$ cat src/rtl/m2v_side_pkg.sv
// Shared side-info record layout: default field widths, packed record width
// and bit offsets used to pack/unpack a side-info record.
package m2v_side_pkg;

    localparam int MVH_W_DEF = 16;
    localparam int MVV_W_DEF = 15;
    localparam int MBX_W_DEF = 6;
    localparam int MBY_W_DEF = 5;

    // Low six bits of a record: {mb_intra, block[2:0], coded, enable}
    localparam int FLAG_W     = 6;
    localparam int ENABLE_OFS = 0;
    localparam int CODED_OFS  = 1;
    localparam int BLOCK_OFS  = 2;
    localparam int BLOCK_W    = 3;
    localparam int INTRA_OFS  = 5;

    function automatic int side_width(int mvh_w, int mvv_w, int mbx_w, int mby_w);
        return mvh_w + mvv_w + mbx_w + mby_w + FLAG_W;
    endfunction

    function automatic int mby_ofs();
        return FLAG_W;
    endfunction

    function automatic int mbx_ofs(int mby_w);
        return FLAG_W + mby_w;
    endfunction

    function automatic int mvv_ofs(int mbx_w, int mby_w);
        return FLAG_W + mby_w + mbx_w;
    endfunction

    function automatic int mvh_ofs(int mvv_w, int mbx_w, int mby_w);
        return FLAG_W + mby_w + mbx_w + mvv_w;
    endfunction

    localparam int SIDE_W = side_width(MVH_W_DEF, MVV_W_DEF, MBX_W_DEF, MBY_W_DEF);

endpackage

$ cat src/rtl/m2vside_fifo_mem.sv
// Side-info record storage: one write port, one asynchronous read port.
// Storage is deliberately not reset; validity is tracked by the pointers.
module m2vside_fifo_mem #(
    parameter int DEPTH      = 4,
    parameter int ADDR_WIDTH = 2,
    parameter int WIDTH      = 48
) (
    input  logic                  clk,
    input  logic                  we,
    input  logic [ADDR_WIDTH-1:0] waddr,
    input  logic [WIDTH-1:0]      wdata,
    input  logic [ADDR_WIDTH-1:0] raddr,
    output logic [WIDTH-1:0]      rdata
);

    logic [WIDTH-1:0] mem_q [DEPTH];

    // Write the incoming record into its slot
    always_ff @(posedge clk) begin
        if (we) begin
            mem_q[waddr] <= wdata;
        end
    end

    assign rdata = mem_q[raddr];

endmodule

$ cat src/rtl/m2vside_fifo.sv
// Side-info FIFO between the header/VLD side and the IDCT. Each block_start
// pops the oldest record into registered outputs; adds flush, occupancy and
// sticky underrun reporting.
module m2vside_fifo
    import m2v_side_pkg::*;
#(
    parameter int MVH_WIDTH  = MVH_W_DEF,
    parameter int MVV_WIDTH  = MVV_W_DEF,
    parameter int MBX_WIDTH  = MBX_W_DEF,
    parameter int MBY_WIDTH  = MBY_W_DEF,
    parameter int DEPTH      = 4,
    parameter int ADDR_WIDTH = 2
) (
    input  logic                  clk,
    input  logic                  reset_n,
    input  logic [MVH_WIDTH-1:0]  in_mv_h,
    input  logic [MVV_WIDTH-1:0]  in_mv_v,
    input  logic [MBX_WIDTH-1:0]  in_mb_x,
    input  logic [MBY_WIDTH-1:0]  in_mb_y,
    input  logic                  in_mb_intra,
    input  logic                  in_coded,
    input  logic                  in_enable,
    input  logic [2:0]            in_block,
    input  logic                  in_valid,
    output logic                  in_ready,
    input  logic                  block_start,
    input  logic                  flush,
    input  logic                  clear_err,
    output logic [MVH_WIDTH-1:0]  out_mv_h,
    output logic [MVV_WIDTH-1:0]  out_mv_v,
    output logic [MBX_WIDTH-1:0]  out_mb_x,
    output logic [MBY_WIDTH-1:0]  out_mb_y,
    output logic                  out_mb_intra,
    output logic [2:0]            out_block,
    output logic                  out_coded,
    output logic                  out_enable,
    output logic [ADDR_WIDTH:0]   level,
    output logic                  underrun
);

    localparam int W       = side_width(MVH_WIDTH, MVV_WIDTH, MBX_WIDTH, MBY_WIDTH);
    localparam int MBY_OFS = mby_ofs();
    localparam int MBX_OFS = mbx_ofs(MBY_WIDTH);
    localparam int MVV_OFS = mvv_ofs(MBX_WIDTH, MBY_WIDTH);
    localparam int MVH_OFS = mvh_ofs(MVV_WIDTH, MBX_WIDTH, MBY_WIDTH);

    localparam logic [ADDR_WIDTH:0]   FULL_CNT = (ADDR_WIDTH+1)'(DEPTH);
    localparam logic [ADDR_WIDTH-1:0] PTR_ONE  = ADDR_WIDTH'(1);
    localparam logic [ADDR_WIDTH:0]   CNT_ONE  = (ADDR_WIDTH+1)'(1);

    logic [ADDR_WIDTH-1:0] wr_ptr_q, wr_ptr_d;
    logic [ADDR_WIDTH-1:0] rd_ptr_q, rd_ptr_d;
    logic [ADDR_WIDTH:0]   count_q, count_d;
    logic [W-1:0]          out_q, out_d;
    logic                  underrun_q, underrun_d;

    logic [W-1:0] wr_data;
    logic [W-1:0] rd_data;
    logic         push_en;
    logic         pop_en;
    logic         underrun_evt;

    assign wr_data = {in_mv_h, in_mv_v, in_mb_x, in_mb_y,
                      in_mb_intra, in_block, in_coded, in_enable};

    // in_ready comes from registered count only, never from block_start
    assign in_ready     = (count_q != FULL_CNT);
    assign push_en      = in_valid && in_ready && !flush;
    assign pop_en       = block_start && (count_q != '0) && !flush;
    assign underrun_evt = block_start && (count_q == '0) && !flush;

    m2vside_fifo_mem #(
        .DEPTH      (DEPTH),
        .ADDR_WIDTH (ADDR_WIDTH),
        .WIDTH      (W)
    ) u_mem (
        .clk   (clk),
        .we    (push_en),
        .waddr (wr_ptr_q),
        .wdata (wr_data),
        .raddr (rd_ptr_q),
        .rdata (rd_data)
    );

    // Next-state for pointers, occupancy, output record and underrun flag
    always_comb begin
        wr_ptr_d   = wr_ptr_q;
        rd_ptr_d   = rd_ptr_q;
        count_d    = count_q;
        out_d      = out_q;
        underrun_d = underrun_q;

        if (flush) begin
            // Flush outranks everything, including clear_err
            wr_ptr_d              = '0;
            rd_ptr_d              = '0;
            count_d               = '0;
            out_d[ENABLE_OFS]     = 1'b0;
        end else begin
            if (push_en) begin
                wr_ptr_d = wr_ptr_q + PTR_ONE;
            end
            if (pop_en) begin
                rd_ptr_d = rd_ptr_q + PTR_ONE;
                out_d    = rd_data;
            end
            if (underrun_evt) begin
                out_d[ENABLE_OFS] = 1'b0;
            end
            case ({push_en, pop_en})
                2'b10:   count_d = count_q + CNT_ONE;
                2'b01:   count_d = count_q - CNT_ONE;
                default: count_d = count_q;
            endcase
            // A new underrun beats a simultaneous clear
            if (clear_err) begin
                underrun_d = 1'b0;
            end
            if (underrun_evt) begin
                underrun_d = 1'b1;
            end
        end
    end

    // State registers with asynchronous active-low reset
    always_ff @(posedge clk or negedge reset_n) begin
        if (!reset_n) begin
            wr_ptr_q   <= '0;
            rd_ptr_q   <= '0;
            count_q    <= '0;
            out_q      <= '0;
            underrun_q <= 1'b0;
        end else begin
            wr_ptr_q   <= wr_ptr_d;
            rd_ptr_q   <= rd_ptr_d;
            count_q    <= count_d;
            out_q      <= out_d;
            underrun_q <= underrun_d;
        end
    end

    assign out_mv_h     = out_q[MVH_OFS +: MVH_WIDTH];
    assign out_mv_v     = out_q[MVV_OFS +: MVV_WIDTH];
    assign out_mb_x     = out_q[MBX_OFS +: MBX_WIDTH];
    assign out_mb_y     = out_q[MBY_OFS +: MBY_WIDTH];
    assign out_mb_intra = out_q[INTRA_OFS];
    assign out_block    = out_q[BLOCK_OFS +: BLOCK_W];
    assign out_coded    = out_q[CODED_OFS];
    assign out_enable   = out_q[ENABLE_OFS];
    assign level        = count_q;
    assign underrun     = underrun_q;

endmodule
$ cat config.mk
export PLATFORM = sky130hd
export DESIGN_NAME = m2vside_fifo
export DESIGN_NICKNAME = d
export VERILOG_FILES = /design/src/rtl/m2v_side_pkg.sv /design/src/rtl/m2vside_fifo_mem.sv /design/src/rtl/m2vside_fifo.sv
export SDC_FILE = /design/constraint.sdc
export NUM_CORES = 1
export LEC_CHECK = 0
export BUFFER_PORTS_ARGS = -buffer_cell sky130_fd_sc_hd__buf_2
export CELL_PAD_IN_SITES_DETAIL_PLACEMENT = 0
export CELL_PAD_IN_SITES_GLOBAL_PLACEMENT = 1
export CORE_ASPECT_RATIO = 1.25
export CORE_MARGIN = 5
export CORE_UTILIZATION = 50
export CTS_BUF_LIST = sky130_fd_sc_hd__clkbuf_16
export CTS_CLUSTER_DIAMETER = 150
export DETAILED_ROUTE_END_ITERATION = 8
export PLACE_DENSITY = 0.74
export SLEW_MARGIN = 20
export SYNTH_ARGS = -nofsm -noshare
export SYNTH_HDL_FRONTEND = slang
export SYNTH_HIERARCHICAL = 1
export SYNTH_SLANG_ARGS = --single-unit
export TNS_END_PERCENT = 30
$ cat constraint.sdc
create_clock -name clk -period 10.22 [get_ports clk]
set_input_delay 0.511 -clock clk [delete_from_list [all_inputs] [get_ports clk]]
set_output_delay 0.511 -clock clk [all_outputs]
set_load 0.05 [all_outputs]
==> metrics.md <==
| Metric | Value |
|---|---|
| Warnings from Yosys | 6 |
| Final setup vio count | 0 |
| Unrepaired setup endpoints after global routing | no |
| Sink Count | 248 |
| Detailed Route Iter0 Violations | 247 |
| CTS tree | done |
| Fin crit share | 24.3% |
| Avg Cell Area, Syn | 22.4 um2 |
| Flops & latches, synth | 248 |
| P_leak | 3.92 nW |
| Initial core utilization | 50.3% |
| Slew Limit Fails | 0 |
| Tightest Pin Transition | 0.816 ns |
| Arr. time, crit path | 2.84 ns |
| Antenna cells | 0 |
| Total congestion overflow | 0 |
| Share of cells above drive strength 1 | 45.3% |
| Area contributors post-synth | edfxtp_1, dfrtp_1, mux4_2, mux2_2, mux2_4 |
| DR vias | 4,360 |
| Yosys top cell by area | edfxtp_1 |
| Number of fill cells in the layout | 1,397 |
| CP max-delay cell | fa_1 |
| Relative max-transition margin | 45.6% |
| Worst setup path start | level[2] |
| Residual DRC | 0 |
| Register area share after synthesis | 76.5% |
| Initial antenna violation count | 2 |
| Most frequent cell after synthesis | edfxtp_1 |
| Post-CTS setup buffer count | 0 |
| Cell Chain, Critical Path | or3_4, nor2b_4, and2_1, fa_1, o22ai_1, a2111oi_0 |
| Largest net degree at the start of global routing | 57 |
| Cell depth of the worst setup path | 6 |
| FP Rows | 56 |
| Worst-path clk slew | 0.06 ns |
| Antenna Violating Nets Remaining | 0 |
| Die footprint | 0.0216 mm2 |
| First-pass GRT wire length | 26,600 um |
| Depth of the CTS H-tree | 1 |
| Crit path max-delay family | simple AND/OR/NAND/NOR gates |
| Reg2Reg Setup Slack | 7.73 ns |
| Crit path capture | level[1] |
| FF-to-FF path depth | 6 |
| TritonCTS Buffers | 24 |
| Setup crit end kind | register |
| Reg2reg end | level[1] |
| Vias in the first global route | 4,837 |
| Fin Setup TNS | 0 ns |
| IO Pins | 107 |
| IO Port Bufs | 106 |
| Dpl hpwl | 9840 um |
| WL final | 16,900 um |
| Buf/Inv on CP | 0 |
| Dominant synthesized flop cell | edfxtp_1 |
| Synthesized area | 0.00937 mm2 |
| Worst path required time | 10.58 ns |
| Wirelength per Cell | 21.3 um |
| Hold-fix buffers, CTS | 0 |
| Final Power | 2.81 mW |
| GPL Wtd Cong | 0.746 |
| Synth Net Count | 474 |
| Status | completed |
| Slowest cell delay on critical path | 0.54 ns |
| Fin Clk Skew | 0.0258 ns |
| Post-synth ARST share | 22.6% |
| Crit path kind | register to register |
| Synth unique cells | 34 |
| Pwr dens | 259 mW/mm2 |
| CTS Buffer Depth | 3 |
| Die X | 132 um |
| Number of flops mapped to enable cells by yosys | 192 |
| Vias per Instance | 5.52 |
| Worst min path class | input pin to async pin |
| Cts repair resizes | 0 |
| VDD IR-drop max | 0.185 mV |
| CORE AREA | 0.0186 mm2 |
| Height of the die | 163 um |
| First-pass DRT Iterations | 4 |
| Setup slack at placement | 7.71 ns |
| CP Max Fanout | 9 |
| Clock root buffer | clkbuf_16 |
| Most frequent cells after synthesis | edfxtp_1, dfrtp_1, mux4_2 |
| Post-Syn Instances | 419 |
| Tmin final | 2.49 ns |
| Synth top area share | 61.5% |
| FMAX | 402 MHz |
| Nets | 595 |
| Worst R2R Start | level[2] |
| Worst setup margin | 7.73 ns |
| Area delta synth->final | 15.8% |
| Max Cap Violations | 0 |
| CP startpoint kind | register |
| Fin. Hold Viols | 0 |
| GRT Total Usage | 15.8% |
| Clock latency on the worst-skew pair | 0.52 ns |
through the flow:
stage / cells / utilization [%] / hold slack, ns / cell area, um2
after floorplan: 419 / - / 0.215 / 9370
after global placement: 745 / 54.2 / 0.484 / 10100
after detailed placement: 745 / 54.2 / 0.487 / 10100
after CTS: 789 / 58.1 / 0.173 / 10800
after global routing: 790 / 58.2 / 0.168 / 10800
final: 790 / 58.2 / 0.173 / 10800
per-layer routing:
metal  GRT usage (%)  routed length, um
met5               0                 19
met4            4.02                277
met3            3.42                942
met2            28.8               8970
met1            19.4               6650
where the power goes:
part / leakage (nW) / internal (mW) / switching (mW)
clock: 0.390 / 0.453 / 0.355
sequential: 2.42 / 1.21 / 0.0794
combinational: 1.11 / 0.227 / 0.482
total: 3.92 / 1.89 / 0.916
layout make-up:
type	instances	area [um2]	share of cell area, %
Tap cell	232	290	2.68
Multi-Input combinational cell	149	2040	18.8
Sequential cell	248	7170	66.1
Timing Repair Buffer	115	611	5.63
Clock inverter	20	124	1.14
Clock buffer	24	601	5.54
Inverter	2	7.51	0.0692
worst reg2reg max path, delay by kind of cell (launching register included):
kind            cells  cell delay (ns)
fa+ha+maj           1             0.54
simple gates        3             0.76
compound gates      2             0.57
flops               1             0.48
sequential cells by signal (all words and copies together), names as in the netlist:
name and cells:
underrun 1, out_q 48, u_mem/mem_q 192, rd_ptr_q 2, wr_ptr_q 2, level 3
worst min-delay path by stage:
| stage | end | slack (ns) | cells after the start | start |
|---|---|---|---|---|
| 2_1_floorplan | level[0] | 0.22 | 0 | reset_n |
| 3_3_place_gp | out_q[10] | 0.48 | 1 | out_q[10] |
| 3_5_place_dp | out_q[37] | 0.49 | 1 | out_q[37] |
| 4_1_cts | u_mem/mem_q[3][34] | 0.17 | 1 | in_mv_h[2] |
| 5_1_grt | u_mem/mem_q[0][33] | 0.17 | 1 | in_mv_h[1] |
| 6_report | out_q[39] | 0.17 | 2 | reset_n |
layout by cell type (no fill, tap or decap), types with 5 or more instances in the layout:
| master | count |
|---|---|
| buf_2 | 106 |
| buf_4 | 8 |
| clkbuf_16 | 24 |
| clkinv_2 | 8 |
| dfrtp_1 | 54 |
| edfxtp_1 | 192 |
| inv_1 | 9 |
| mux2_2 | 28 |
| mux2_4 | 19 |
| mux4_2 | 48 |
| nand2_1 | 6 |
| nor2_1 | 7 |
| xor2_1 | 5 |
cell families after synthesis:
kind of cell,synth area share (%)
and+or+nand+nor,2.10
adders and majority gates,0.214
DFF,76.5
muxes,17.9
xor gates and xnor gates,0.561
buffers and inverters,1.80
AOI/OAI and AO/OA,0.895
No activity file was read; power rests on OpenSTA's default activity.
